===== src/rtl/riscv_pkg.sv =====
// rtl/riscv_pkg.sv - shared fetch constants and state encodings
package riscv_pkg;

  localparam logic [31:0] NOP_INSTR        = 32'h0000_0013;
  localparam logic [31:0] DEFAULT_RESET_PC = 32'h0000_0000;

  typedef enum logic [1:0] {
    S_BOOT  = 2'd0,
    S_RUN   = 2'd1,
    S_FLUSH = 2'd2,
    S_TRAP  = 2'd3
  } fetch_state_e;

endpackage


===== src/rtl/pc_fetch_unit_if.sv =====
// rtl/pc_fetch_unit_if.sv - fetch unit bus to imem and decode; MISALIGN_TRAP_EN adds misalign_trap
interface pc_fetch_unit_if #(
  parameter int ADDR_W = 32
);
  logic              stall_in;
  logic              redirect_valid;
  logic [31:0]       redirect_target;
  logic [ADDR_W-1:0] imem_addr;
  logic [31:0]       imem_rdata;
  logic [31:0]       if_instr;
  logic [31:0]       if_pc;
  logic [31:0]       if_pc_plus4;
  logic              if_valid;
`ifdef MISALIGN_TRAP_EN
  logic              misalign_trap;
`endif

  modport master (
    input  stall_in, redirect_valid, redirect_target, imem_rdata,
`ifdef MISALIGN_TRAP_EN
    output misalign_trap,
`endif
    output imem_addr, if_instr, if_pc, if_pc_plus4, if_valid
  );

  modport slave (
    output stall_in, redirect_valid, redirect_target, imem_rdata,
`ifdef MISALIGN_TRAP_EN
    input  misalign_trap,
`endif
    input  imem_addr, if_instr, if_pc, if_pc_plus4, if_valid
  );

endinterface


===== src/rtl/pc_reg.sv =====
// rtl/pc_reg.sv - 32-bit program counter with sync reset, load and hold
module pc_reg #(
  parameter logic [31:0] RESET_PC = 32'h0000_0000
) (
  input  logic        clk,
  input  logic        reset,
  input  logic        load,
  input  logic [31:0] load_value,
  input  logic        hold,
  output logic [31:0] pc_q
);

  logic [31:0] pc_d;

  // Load wins over hold; otherwise advance one word, wrapping at 2^32.
  always_comb begin
    pc_d = pc_q + 32'd4;
    if (load) begin
      pc_d = load_value;
    end else if (hold) begin
      pc_d = pc_q;
    end
  end

  always_ff @(posedge clk) begin
    if (reset) begin
      pc_q <= RESET_PC;
    end else begin
      pc_q <= pc_d;
    end
  end

endmodule


===== src/rtl/pc_fetch_unit.sv =====
// rtl/pc_fetch_unit.sv - instruction fetch front end; MISALIGN_TRAP_EN enables the misaligned-redirect trap
module pc_fetch_unit
  import riscv_pkg::*;
#(
  parameter logic [31:0] RESET_PC = DEFAULT_RESET_PC,
  parameter int          ADDR_W   = 32
) (
  input logic              clk,
  input logic              reset,
  pc_fetch_unit_if.master  bus
);

  fetch_state_e state_q, state_d;
  logic [31:0]  fetch_pc_q, fetch_pc_d;
  logic         if_valid_q, if_valid_d;
  logic [31:0]  pc_q;
  logic [31:0]  target;
  logic [31:0]  addr_pc;
  logic         pc_load;
  logic         pc_hold;

`ifdef MISALIGN_TRAP_EN
  logic trap_q, trap_d;
  assign target = bus.redirect_target;
`else
  assign target = bus.redirect_target & ~32'h3;
`endif

  pc_reg #(.RESET_PC(RESET_PC)) u_pc_reg (
    .clk        (clk),
    .reset      (reset),
    .load       (pc_load),
    .load_value (target),
    .hold       (pc_hold),
    .pc_q       (pc_q)
  );

  always_comb begin
    state_d    = state_q;
    fetch_pc_d = fetch_pc_q;
    if_valid_d = if_valid_q;
    pc_load    = 1'b0;
    pc_hold    = 1'b1;
`ifdef MISALIGN_TRAP_EN
    trap_d     = trap_q;
`endif
    if (state_q == S_TRAP) begin
      if_valid_d = 1'b0;
    end else if (bus.redirect_valid) begin
      // The word arriving next cycle is from the killed path, so drop valid.
      if_valid_d = 1'b0;
`ifdef MISALIGN_TRAP_EN
      if (target[1:0] != 2'b00) begin
        trap_d  = 1'b1;
        state_d = S_TRAP;
      end else
`endif
      begin
        pc_load = 1'b1;
        state_d = S_FLUSH;
      end
    end else if (!bus.stall_in) begin
      fetch_pc_d = pc_q;
      pc_hold    = 1'b0;
      if_valid_d = 1'b1;
      state_d    = S_RUN;
    end
  end

  always_ff @(posedge clk) begin
    if (reset) begin
      state_q    <= S_BOOT;
      fetch_pc_q <= 32'h0000_0000;
      if_valid_q <= 1'b0;
`ifdef MISALIGN_TRAP_EN
      trap_q     <= 1'b0;
`endif
    end else begin
      state_q    <= state_d;
      fetch_pc_q <= fetch_pc_d;
      if_valid_q <= if_valid_d;
`ifdef MISALIGN_TRAP_EN
      trap_q     <= trap_d;
`endif
    end
  end

  // While stalled, re-read the word already on if_instr so it stays stable.
  assign addr_pc         = (bus.stall_in && !bus.redirect_valid) ? fetch_pc_q : pc_q;
  assign bus.imem_addr   = ADDR_W'(addr_pc >> 2);
  assign bus.if_instr    = if_valid_q ? bus.imem_rdata : NOP_INSTR;
  assign bus.if_pc       = fetch_pc_q;
  assign bus.if_pc_plus4 = fetch_pc_q + 32'd4;
  assign bus.if_valid    = if_valid_q;
`ifdef MISALIGN_TRAP_EN
  assign bus.misalign_trap = trap_q;
`endif

endmodule


===== src/flat_wrapper.sv =====
// flat-port wrapper written by rule: the top's interface ports become plain ports
module pc_fetch_unit_flat import riscv_pkg::*;
#(
  parameter logic [31:0] RESET_PC = DEFAULT_RESET_PC,
  parameter int          ADDR_W   = 32
)
  (clk, reset, bus_stall_in, bus_redirect_valid, bus_redirect_target, bus_imem_rdata, bus_imem_addr, bus_if_instr, bus_if_pc, bus_if_pc_plus4, bus_if_valid);
  pc_fetch_unit_if #(.ADDR_W(ADDR_W)) bus_i ();
  input logic clk;
  input logic reset;
  input wire logic [$bits(bus_i.stall_in)-1:0] bus_stall_in;
  input wire logic [$bits(bus_i.redirect_valid)-1:0] bus_redirect_valid;
  input wire logic [$bits(bus_i.redirect_target)-1:0] bus_redirect_target;
  input wire logic [$bits(bus_i.imem_rdata)-1:0] bus_imem_rdata;
  output wire logic [$bits(bus_i.imem_addr)-1:0] bus_imem_addr;
  output wire logic [$bits(bus_i.if_instr)-1:0] bus_if_instr;
  output wire logic [$bits(bus_i.if_pc)-1:0] bus_if_pc;
  output wire logic [$bits(bus_i.if_pc_plus4)-1:0] bus_if_pc_plus4;
  output wire logic [$bits(bus_i.if_valid)-1:0] bus_if_valid;
  assign bus_i.stall_in = bus_stall_in;
  assign bus_i.redirect_valid = bus_redirect_valid;
  assign bus_i.redirect_target = bus_redirect_target;
  assign bus_i.imem_rdata = bus_imem_rdata;
  assign bus_imem_addr = bus_i.imem_addr;
  assign bus_if_instr = bus_i.if_instr;
  assign bus_if_pc = bus_i.if_pc;
  assign bus_if_pc_plus4 = bus_i.if_pc_plus4;
  assign bus_if_valid = bus_i.if_valid;
  pc_fetch_unit #(.RESET_PC(RESET_PC), .ADDR_W(ADDR_W)) u_core (.clk(clk), .reset(reset), .bus(bus_i));
endmodule

===== config.mk =====
export PLATFORM = sky130hd
export DESIGN_NAME = pc_fetch_unit_flat
export DESIGN_NICKNAME = d
export VERILOG_FILES = /design/src/rtl/riscv_pkg.sv /design/src/rtl/pc_fetch_unit_if.sv /design/src/rtl/pc_reg.sv /design/src/rtl/pc_fetch_unit.sv /design/src/flat_wrapper.sv
export SDC_FILE = /design/constraint.sdc
export NUM_CORES = 1
export LEC_CHECK = 0
export ABC_CLOCK_PERIOD_IN_PS = 2200
export BUFFER_PORTS_ARGS = -buffer_cell sky130_fd_sc_hd__clkbuf_2
export CAP_MARGIN = 0
export CORE_MARGIN = 2
export CORE_UTILIZATION = 30
export CTS_BUF_LIST = sky130_fd_sc_hd__clkbuf_8 sky130_fd_sc_hd__clkbuf_16
export DETAILED_ROUTE_END_ITERATION = 10
export GPL_ROUTABILITY_DRIVEN = 0
export HOLD_SLACK_MARGIN = 0.05
export PLACE_DENSITY_LB_ADDON = 0.12
export SLEW_MARGIN = 40
export SYNTH_ARGS = -nofsm -noshare
export SYNTH_HDL_FRONTEND = slang
export SYNTH_SLANG_ARGS = --single-unit
export TNS_END_PERCENT = 1

===== constraint.sdc =====
create_clock -name clk -period 2.2 [get_ports clk]
set_input_delay 0.11 -clock clk [delete_from_list [all_inputs] [get_ports clk]]
set_output_delay 0.11 -clock clk [all_outputs]
set_load 0.01 [all_outputs]

==> impl_results.md <==
- Outcome: complete, no violations
- Share of the synthesized area in compound gates (AO/OA/AOI/OAI): 20.2%
- Number of filler cells placed in the layout: 1468
- Shortest clock period the worst path allows after layout: approximately 2100 ps
- Mean post-synth cell area: approximately 7.4 sq um
- Slowest stage cell on the critical path: dfxtp_2
- Total count of hold-check failures in the final report: 0
- Crit end category: output port
- Buffering stage count on the worst path with inverters included: 1
- HPWL reported at the end of detailed placement: around 11000 um
- Inserted Clock Buffers: 9
- Max_slew headroom: between 50% and 60%
- Clock transition time at the flip-flop clock pins of the worst setup and hold paths: roughly 50 ps
- Core Region: between 10000 and 15000 sq um
- Via-per-instance ratio: approximately 5.1
- Clock latency of the later-clocked register in the worst-skew pair: approximately 340 ps
- Worst path cell trace: and4_4 -> and3_4 -> nand4_1 -> nor4b_2 -> xor2_1 -> clkbuf_2
- Total iterations of the first detailed-routing run: 5
- Area growth from synthesis to layout: 40.7%
- Timing-limited maximum frequency: 482 MHz
- Sequential element share of the synthesized area: 30.3%
- Post-cts hold buffer count: 0
- Critical-path maximum fanout: 6
- All-Layer GR Usage: between 10% and 20%
- Area of the die: 14800 sq um
- Setup slack, reg-to-reg: approximately 150 ps
- Net total in the final layout: around 830
- Mapped Area: 4160 sq um
- Synthesized instance count: 563
- Share of post-route cells with drive strength above 1: a little under two fifths
- Non-filler cells in the finished layout: 947
- Ys Warns: 0
- Data arrival, critical path: 1960 ps
- Wire length per cell: 15.7 um
- Total leakage power: ~0.0026 uW
- Cell class contributing the biggest share of worst-path delay: simple AND/OR/NAND/NOR gates
- Cell area after layout: 5850 sq um
- DR vias: ~4800
- Category of the critical setup timing path: reg -> out
- Master cell of the clock root buffer: clkbuf_16
- Instance count after placement with tap cells included: slightly above 900
- Largest family of logic cells by synthesized area: simple AND/OR/NAND/NOR gates
- Max Slew Vio Count: 0
- PortBufs: 188
- Post-synthesis cell type count: 57
- Clock tree from TritonCTS: done
- Boundary Pins: 197
- Number of DRC markers after the initial detailed-route iteration: between 300 and 400
- First-pass GRT wire length: between 20000 and 25000 um
- Data required time of the critical path: approximately 2100 ps
- Vias in the first global route: ~4400
- Max IR drop VDD: approximately 350 uV
- Total congestion overflow: 0
- Post-Synth XOR/XNOR Area: under 10%
- Remaining antenna violation count after routing: 0
- H-tree levels: 3
- Instance area after placement: about 5500 sq um
- Simple-gate portion of the synthesized area: 29.5%
- Antenna diodes: 0
- Delay of the slowest cell on the worst path: 380 ps
- DRC viols: 0
- Setup clock skew after layout: ~7.5 ps
- Pin count of the biggest net entering global routing: 38
- Wire length after detailed routing: around 15000 um
- Sinks on the clock net: 63
- Kind of path behind the tightest hold check: in -> reg
- Initial core utilization: 30.3%
- Count of endpoints failing setup in the final report: 0
- Die Height: between 100 and 150 um
- Top flip-flop cell by instance count after synthesis: dfxtp_1
- Worst-case clock buffer depth: 2
- Post-synthesis adder-cell area fraction: less than 1%
- FFs w/ async S/R, synth: 0%
- Power per unit of standard cell area: about 590 nW/um^2
- Tcrit/Tclk final: ~94%
- Kind of start point of the critical path: flip-flop
- Die width: ~120 um
- Multiplexer fraction of the synthesized cell area: about 6.2%
- Number of enable-type register cells in the synthesized netlist: 0
- Slew at the pin with the worst max-slew slack: just over 700 ps
- Max-cap violations: 0
- Placement Rows: 43
- Synthesized flop and latch total: 63
- Number of antenna violations at the first check in global routing: 0
[synth_stat cells, types with 2 or more instances]
library cell	number	share of area (%)
a211oi_1	6	1.1
a21o_1	3	0.54
a21oi_1	55	6.6
a22oi_1	12	2.2
a2bb2oi_1	2	0.42
a31oi_1	4	0.60
and2_1	31	4.7
and3_1	7	1.1
and4_1	6	1.3
buf_1	3	0.27
buf_2	6	0.72
buf_4	7	1.3
clkbuf_1	29	2.6
dfxtp_1	63	30
ha_1	2	0.60
inv_1	12	1.1
mux2_2	23	6.2
nand2_1	98	8.8
nand2b_1	4	0.60
nand3_1	20	2.4
nand4_1	10	1.5
nor2_1	24	2.2
nor2b_1	2	0.30
nor3_1	16	1.9
nor4_1	11	1.7
o21ai_0	29	3.5
o221ai_1	3	0.63
o22ai_1	7	1.1
o31a_1	4	0.84
o31ai_1	2	0.36
or2_2	4	0.60
or3_1	3	0.45
xnor2_1	19	4.0
xor2_1	13	2.7
[stage by stage]
step                      TNS (ps)  hold WS, ps  total power, uW  setup slack (ps)  util [%]
after floorplan                  0          237             1620               367         -
after global placement           0          386             1880               191      39.9
after detailed placement         0          399             1890               178      39.9
after CTS                        0         53.0             3460              5.61      42.4
after global routing         -6.21         80.9             3580             -6.21      42.7
final                            0         52.5             3430               127      42.7
[final cells by class]
cell class | instances | area, sq um | share of cell area (%)
clock buffers | 11 | 253 | 4.32
clock inverters | 5 | 72.6 | 1.24
inverters | 13 | 48.8 | 0.834
multi-input cells | 446 | 2710 | 46.2
flip-flops and latches | 63 | 1270 | 21.7
well taps | 180 | 225 | 3.85
repair buffers | 229 | 1270 | 21.8
[logic make-up after synthesis]
family	after synthesis
and+or+nand+nor	244
AOI/OAI and AO/OA	139
DFF	63
buffers and inverters	59
xor gates and xnor gates	32
muxes	23
adders and majority gates	2
other	1
[registers in the layout, indices dropped and copies added, names as in the netlist]
| register | cells |
|---|---|
| u_core.bus.if_pc | 30 |
| u_core.u_pc_reg.pc_q | 30 |
| u_core.state_q | 2 |
| u_core.bus.if_valid | 1 |
[layer usage]
layer / global-route usage, % / vias up / routed length, um
met5: 0 / - / 0
met4: 5.46 / 0 / 222
met3: 3.70 / 16 / 747
met2: 34.4 / 159 / 7410
met1: 24.4 / 2244 / 6520
li1: - / 2386 / -
[worst paths after layout]
path | startpoint | endpoint | cells past startpoint
setup / recovery | u_core.bus.if_pc[23]$_SDFFE_PP0P_ | bus_if_pc_plus4[31] | 6
hold / removal | bus_redirect_target[29] | u_core.u_pc_reg.pc_q[29]$_SDFFE_PP0P_ | 3
setup reg to reg | u_core.u_pc_reg.pc_q[6]$_SDFFE_PP0P_ | u_core.u_pc_reg.pc_q[19]$_SDFFE_PP0P_ | 5
hold reg to reg | u_core.u_pc_reg.pc_q[30]$_SDFFE_PP0P_ | u_core.bus.if_pc[30]$_SDFFE_PP0P_ | 2
[cells in the final DEF, fill, tap and decap left out, types with 14 or more instances in the layout]
master | synthesis | layout
inv_1 | 12 | 14
clkbuf_2 | 0 | 188
a21oi_1 | 55 | 55
nor3_1 | 16 | 15
buf_4 | 7 | 39
xnor2_1 | 19 | 19
nand3_1 | 20 | 19
dfxtp_1 | 63 | 56
nand2_1 | 98 | 98
and2_1 | 31 | 31
o21ai_0 | 29 | 29
nor2_1 | 24 | 24
mux2_2 | 23 | 23
[repair_timing]
item / 4_1_cts / 5_1_grt
hold endpoints to repair: 0 / 0
setup endpoints to repair: 9 / 8
pin swaps: 0 / 2
setup buffers: 0 / 1
gates resized for setup: 5 / 12
gates cloned: 0 / 0
[power breakdown]
part	switching, uW	internal (uW)	total [uW]
clock network	526	1040	1570
logic	317	258	575
registers	87.6	1200	1290
total	931	2500	3430
[worst reg2reg max path, cell delays in order, from the launching register on]
cell and delay [ps]:
dfxtp_1 470, nand4_4 170, or4_1 740, o31a_1 310, o21ai_0 160, a21oi_1 80
(Power assumes the default switching activity.)
